[config.mk]
export PLATFORM = sky130hd
export DESIGN_NAME = adxl362_spi_responder
export DESIGN_NICKNAME = d
export VERILOG_FILES = /design/src/rtl/adxl362_spi_responder.sv
export SDC_FILE = /design/constraint.sdc
export NUM_CORES = 1
export LEC_CHECK = 0
export ABC_CLOCK_PERIOD_IN_PS = 7600
export BUFFER_PORTS_ARGS = -buffer_cell sky130_fd_sc_hd__buf_2
export CELL_PAD_IN_SITES_DETAIL_PLACEMENT = 1
export CELL_PAD_IN_SITES_GLOBAL_PLACEMENT = 1
export CORE_MARGIN = 2
export CORE_UTILIZATION = 30
export CTS_BUF_LIST = sky130_fd_sc_hd__clkbuf_8
export CTS_CLUSTER_DIAMETER = 80
export DETAILED_ROUTE_END_ITERATION = 12
export HOLD_SLACK_MARGIN = 0.05
export PLACE_DENSITY = 0.49
export SYNTH_ARGS = -nofsm -noshare
export SYNTH_HDL_FRONTEND = slang
export SYNTH_SLANG_ARGS = --single-unit
[constraint.sdc]
create_clock -name clk -period 7.6 [get_ports clk]
set_input_delay 0.76 -clock clk [delete_from_list [all_inputs] [get_ports clk]]
set_output_delay 0.76 -clock clk [all_outputs]
set_load 0.01 [all_outputs]
[src/rtl/adxl362_spi_responder.sv]
// ADXL362 SPI responder: emulates the sensor's register file on a mode-0 SPI bus, all logic on clk.
// Optional soft reset (write 0x52 to 0x1F) is built when ADXL_SOFT_RESET_EN is defined.
module adxl362_spi_responder #(
    parameter int         SYNC_STAGES = 2,
    parameter logic [7:0] DEVID_AD    = 8'hAD,
    parameter logic [7:0] PARTID      = 8'hF2
) (
    input  logic        clk,
    input  logic        reset,
    input  logic        SCLK,
    input  logic        MOSI,
    input  logic        SS,
    output logic        MISO,
    input  logic [11:0] accel_x_in,
    input  logic [11:0] accel_y_in,
    input  logic [11:0] accel_z_in,
    input  logic [11:0] temp_in,
    output logic [7:0]  power_ctl,
    output logic        xfer_done,
    output logic        cmd_err
);

    typedef enum logic [2:0] {IDLE, CMD, ADDR, WRITE, READ, IGNORE} state_t;

    state_t state_q, state_d;
    logic [SYNC_STAGES-1:0] sclk_sync_q, mosi_sync_q, ss_sync_q;
    logic        sclk_prev_q, ss_prev_q;
    logic        sclk_s, mosi_s, ss_s;
    logic        sclk_rise, sclk_fall, ss_rise, ss_fall, byte_done;
    logic [2:0]  bit_cnt_q;
    logic [7:0]  rx_q, tx_q, addr_q, rx_shift, rdata;
    logic        wr_mode_q, wr_mode_d;
    logic        miso_q, byte_seen_q, xfer_done_q, cmd_err_q, cmd_err_d;
    logic [11:0] snap_x_q, snap_y_q, snap_z_q, snap_t_q;
    logic [7:0]  regs_q [15];
    logic        wr_en, soft_rst, in_regs;

    assign sclk_s    = sclk_sync_q[SYNC_STAGES-1];
    assign mosi_s    = mosi_sync_q[SYNC_STAGES-1];
    assign ss_s      = ss_sync_q[SYNC_STAGES-1];
    assign sclk_rise = sclk_s & ~sclk_prev_q;
    assign sclk_fall = ~sclk_s & sclk_prev_q;
    assign ss_rise   = ss_s & ~ss_prev_q;
    assign ss_fall   = ~ss_s & ss_prev_q;
    assign rx_shift  = {rx_q[6:0], mosi_s};
    // ss_s low already excludes a simultaneous SS rise; a select edge wins over SCLK
    assign byte_done = sclk_rise & ~ss_s & ~ss_fall & (bit_cnt_q == 3'd7);
    assign in_regs   = (addr_q[7:4] == 4'h2) && (addr_q[3:0] != 4'hF);
    assign wr_en     = byte_done && (state_q == WRITE) && in_regs;

`ifdef ADXL_SOFT_RESET_EN
    assign soft_rst  = byte_done && (state_q == WRITE) && (addr_q == 8'h1F) && (rx_shift == 8'h52);
`else
    assign soft_rst  = 1'b0;
`endif

    assign power_ctl = regs_q[13];
    assign MISO      = miso_q;
    assign xfer_done = xfer_done_q;
    assign cmd_err   = cmd_err_q;

    always_comb begin
        state_d   = state_q;
        wr_mode_d = wr_mode_q;
        cmd_err_d = 1'b0;
        if (ss_rise) begin
            state_d = IDLE;
        end else if (ss_fall) begin
            state_d = CMD;
        end else if (byte_done) begin
            case (state_q)
                CMD: begin
                    if (rx_shift == 8'h0A) begin
                        state_d   = ADDR;
                        wr_mode_d = 1'b1;
                    end else if (rx_shift == 8'h0B) begin
                        state_d   = ADDR;
                        wr_mode_d = 1'b0;
                    end else begin
                        state_d   = IGNORE;
                        cmd_err_d = 1'b1;
                    end
                end
                ADDR:    state_d = wr_mode_q ? WRITE : READ;
                default: state_d = state_q;
            endcase
        end
    end

    always_comb begin
        rdata = 8'h00;
        case (addr_q)
            8'h00: rdata = DEVID_AD;
            8'h01: rdata = 8'h1D;
            8'h02: rdata = PARTID;
            8'h03: rdata = 8'h01;
            8'h08: rdata = snap_x_q[11:4];
            8'h09: rdata = snap_y_q[11:4];
            8'h0A: rdata = snap_z_q[11:4];
            8'h0B: rdata = {7'd0, regs_q[13][1:0] == 2'b10};
            8'h0E: rdata = snap_x_q[7:0];
            8'h0F: rdata = {{4{snap_x_q[11]}}, snap_x_q[11:8]};
            8'h10: rdata = snap_y_q[7:0];
            8'h11: rdata = {{4{snap_y_q[11]}}, snap_y_q[11:8]};
            8'h12: rdata = snap_z_q[7:0];
            8'h13: rdata = {{4{snap_z_q[11]}}, snap_z_q[11:8]};
            8'h14: rdata = snap_t_q[7:0];
            8'h15: rdata = {{4{snap_t_q[11]}}, snap_t_q[11:8]};
            default: if (in_regs) rdata = regs_q[addr_q[3:0]];
        endcase
    end

    always_ff @(posedge clk or negedge reset) begin
        if (!reset) begin
            sclk_sync_q <= '0;
            mosi_sync_q <= '0;
            ss_sync_q   <= '1;
            sclk_prev_q <= 1'b0;
            ss_prev_q   <= 1'b1;
            state_q     <= IDLE;
            wr_mode_q   <= 1'b0;
            bit_cnt_q   <= 3'd0;
            rx_q        <= 8'h00;
            tx_q        <= 8'h00;
            addr_q      <= 8'h00;
            miso_q      <= 1'b0;
            byte_seen_q <= 1'b0;
            xfer_done_q <= 1'b0;
            cmd_err_q   <= 1'b0;
            snap_x_q    <= 12'd0;
            snap_y_q    <= 12'd0;
            snap_z_q    <= 12'd0;
            snap_t_q    <= 12'd0;
        end else begin
            sclk_sync_q <= {sclk_sync_q[SYNC_STAGES-2:0], SCLK};
            mosi_sync_q <= {mosi_sync_q[SYNC_STAGES-2:0], MOSI};
            ss_sync_q   <= {ss_sync_q[SYNC_STAGES-2:0], SS};
            sclk_prev_q <= sclk_s;
            ss_prev_q   <= ss_s;
            state_q     <= state_d;
            wr_mode_q   <= wr_mode_d;
            xfer_done_q <= 1'b0;
            cmd_err_q   <= cmd_err_d;
            if (ss_rise) begin
                miso_q      <= 1'b0;
                bit_cnt_q   <= 3'd0;
                xfer_done_q <= byte_seen_q;
                byte_seen_q <= 1'b0;
            end else if (ss_fall) begin
                bit_cnt_q   <= 3'd0;
                rx_q        <= 8'h00;
                tx_q        <= 8'h00;
                miso_q      <= 1'b0;
                byte_seen_q <= 1'b0;
                snap_x_q    <= accel_x_in;
                snap_y_q    <= accel_y_in;
                snap_z_q    <= accel_z_in;
                snap_t_q    <= temp_in;
            end else if (!ss_s) begin
                if (sclk_rise) begin
                    rx_q      <= rx_shift;
                    bit_cnt_q <= bit_cnt_q + 3'd1;
                    if (byte_done) begin
                        byte_seen_q <= 1'b1;
                        if (state_q == ADDR)
                            addr_q <= rx_shift;
                        else if (state_q == WRITE || state_q == READ)
                            addr_q <= addr_q + 8'd1;
                    end
                end else if (sclk_fall && state_q == READ) begin
                    // load on the fall ahead of a byte so bit 7 is valid before its first rise
                    if (bit_cnt_q == 3'd0) begin
                        tx_q   <= rdata;
                        miso_q <= rdata[7];
                    end else begin
                        tx_q   <= {tx_q[6:0], 1'b0};
                        miso_q <= tx_q[6];
                    end
                end
            end
        end
    end

    always_ff @(posedge clk or negedge reset) begin
        if (!reset) begin
            for (int i = 0; i < 15; i++) regs_q[i] <= (i == 12) ? 8'h13 : 8'h00;
        end else if (soft_rst) begin
            for (int i = 0; i < 15; i++) regs_q[i] <= (i == 12) ? 8'h13 : 8'h00;
        end else if (wr_en) begin
            regs_q[addr_q[3:0]] <= rx_shift;
        end
    end

endmodule

==> impl_metrics.json <==
{
  "dp_slack_ps": 4140,
  "setup_ws_ps": 4220,
  "clk_latency_ps": 560,
  "via_per_inst": 5.14,
  "p_sw_mw": 0.627,
  "drv_cap": 0,
  "initial_core_util_pct": 30.4,
  "num_rows": 69,
  "num_vias": 6970,
  "netlist.top_cell.by_area": "dfrtp_1",
  "yosysMostFrequentCell": "dfrtp_1",
  "maxSlewViolCount": 0,
  "avgSynthCellArea_um2": 13.0,
  "hpwlAfterDp_um": 20200,
  "clkPwrFrac_pct": 44.9,
  "cts_buffers": 40,
  "required_ps": 8040,
  "syn_nets": 896,
  "coreArea_um2": 35500,
  "wirelength_um": 30500,
  "pwr-share-seq_pct": 48.7,
  "ys_seq_area_share_pct": 48.5,
  "portBuffers": 63,
  "numClockSinks": 209,
  "die-width_um": 194,
  "min_period_ps": 3380,
  "grt_pass1_vias": 7654,
  "stdcell_count": 1355,
  "critical_path_class": "reg2reg",
  "p_int_mw": 1.87,
  "die_height_um": 194,
  "holdBufCountCts": 0,
  "total_power_mw": 2.50,
  "track_usage_pct": 16.6,
  "fin_util_pct": 33.8,
  "synth_edf_count": 0,
  "wire_per_inst_um": 22.5,
  "place_area_um2": 11200,
  "yosys_register_bits": 209,
  "max_freq_mhz": 296,
  "worstPathArrival_ps": 3820,
  "htree_levels": 2,
  "synthToLayoutAreaGrowth_pct": 11.2,
  "switching_share_pct": 25.1,
  "drtIter0Drc": 306,
  "startpoint_type": "register",
  "setup_tns_ps": 0,
  "r2r_slack_ps": 4220,
  "path_cells": "buf_4, ha_1, and3_1, nor2_4, and4_2, nand4_2, mux2_2",
  "io_pins": 64,
  "antenna_cells": 0,
  "die_area_um2": 37500,
  "cts_setup_buffers": 0,
  "grt_pass1_wl_um": 48400,
  "clock_path_buffers": 3,
  "clk_pin_slew_worst_paths_ps": 60,
  "synthArstFlopShare_pct": 100,
  "yosys.cell_types.count": 74,
  "hp-class": "in2async",
  "ys.flop_type": "dfrtp_1",
  "crit_slowest_cell": "ha_1",
  "post_cts_resized": 0,
  "yosysWarnings": 0,
  "rsz0062_at_grt": "false",
  "p_leak_nw": 5.40,
  "netlist.area_leader.share_pct": 47.1,
  "setup_violations": 0,
  "synth_common_cells": "dfrtp_1, mux2_2, mux2_4",
  "synth.area.top_cells": "dfrtp_1, mux2_2, mux2_4",
  "hold_viol_final": 0,
  "ir_worst_vdd_mv": 0.107,
  "fin_skew_ps": 25.7,
  "dp_cells": 1287,
  "syn_inst": 832,
  "gp_congestion": 0.759,
  "slowest_delay_ps": 730,
  "combinationalPowerShare_pct": 6.3,
  "clock-root-buffer": "clkbuf_8",
  "slew_headroom_pct": 33.1,
  "tightest_slew_ps": 1000,
  "cts_tree": "yes",
  "status": "completed",
  "whs_ps": 186,
  "syn_area_um2": 10800,
  "grt_overflow": 0,
  "drc": 0,
  "grt_max_degree": 80,
  "drive_gt1_share_pct": 40.0,
  "fillerInstances": 3814,
  "finalInstanceArea_um2": 12000,
  "antenna_found_initial": 0,
  "endpoint_kind": "register",
  "ff_latch_area_um2": 5240,
  "crit_fanout": 21,
  "multi_input_area_um2": 4940,
  "firstDrtPassIters": 4,
  "nNetsFinal": 932,
  "ant_nets": 0,
  "power.density_nw_per_um2": 208,
  "final.period_utilization_pct": 44.5
}
[worst max-delay path: cells and delay by family (launching register included)]
kind	cells	cell delay, ps
adders and majority gates	1	730
muxes	1	380
buffers and inverters	1	420
and+or+nand+nor	4	1030
DFF	1	680
[cells by family (layout without fill, tap and decap cells)]
logic type	Yosys count	in the layout	synth area share, %
AOI/OAI and AO/OA	150	150	9.56
DFF	209	209	48.5
and+or+nand+nor	163	163	8.80
buffers and inverters	90	152	5.76
adders and majority gates	11	11	1.27
muxes	208	208	26.0
xor gates and xnor gates	1	1	0.0811
[layout make-up]
class,count,share of cell area [%]
clock buffer,51,5.85
clock inverter,17,0.854
inverter,9,0.281
multi-input combinational,533,41.1
sequential,209,43.6
tap,461,4.80
timing repair buffer,75,3.46
[power by group through the flow]
stage	combinational, mW	clock, mW	sequential [mW]
detailed placement	0.163	0	1.24
global route	0.181	1.22	1.23
global placement	0.161	0	1.24
finish	0.158	1.12	1.22
CTS	0.164	1.17	1.22
floorplan	0.101	0	1.21
[cells in the final DEF, fill, tap and decap left out, types with 6 or more instances in the layout]
cell type / n
a22oi_1: 24
ha_1: 10
nand4_1: 6
inv_1: 19
buf_2: 62
o21ai_0: 33
nand2_1: 47
dfrtp_1: 202
and3_1: 9
mux2_2: 102
o22ai_1: 7
dfstp_2: 6
a21oi_1: 24
nor2b_1: 9
buf_4: 12
mux2_4: 72
and3_4: 9
nor2_1: 26
clkbuf_8: 51
nor3_1: 7
mux4_2: 19
nand3_1: 15
mux2i_1: 15
a22o_1: 16
[state kept, by name, indices dropped and copies added, names as in the netlist, 2 cells and up]
signal,count
regs_q,112
snap_t_q,12
snap_x_q,12
snap_y_q,12
snap_z_q,12
addr_q,8
power_ctl,8
rx_q,7
tx_q,7
bit_cnt_q,3
state_q,3
mosi_sync_q,2
sclk_sync_q,2
ss_sync_q,2
[layer usage]
metal,track usage [%],share of wire [%],up-vias
li1,-,-,3141
met1,23.9,49,3677
met3,2.63,3.2,37
met2,26.0,46,115
met4,4.27,1.6,0
met5,0,0,-
[path summary, 6_finish.rpt]
kind                           startpoint             end  depth (start not counted)
setup / recovery                addr_q[0]      regs_q[19]                          7
max in group asynchronous           reset       addr_q[1]                          2
hold / removal                      reset       regs_q[4]                          1
min in group clk                     MOSI  mosi_sync_q[0]                          1
setup reg to reg                addr_q[0]      regs_q[19]                          7
hold reg to reg            mosi_sync_q[0]  mosi_sync_q[1]                          0
(Power assumes the default switching activity.)
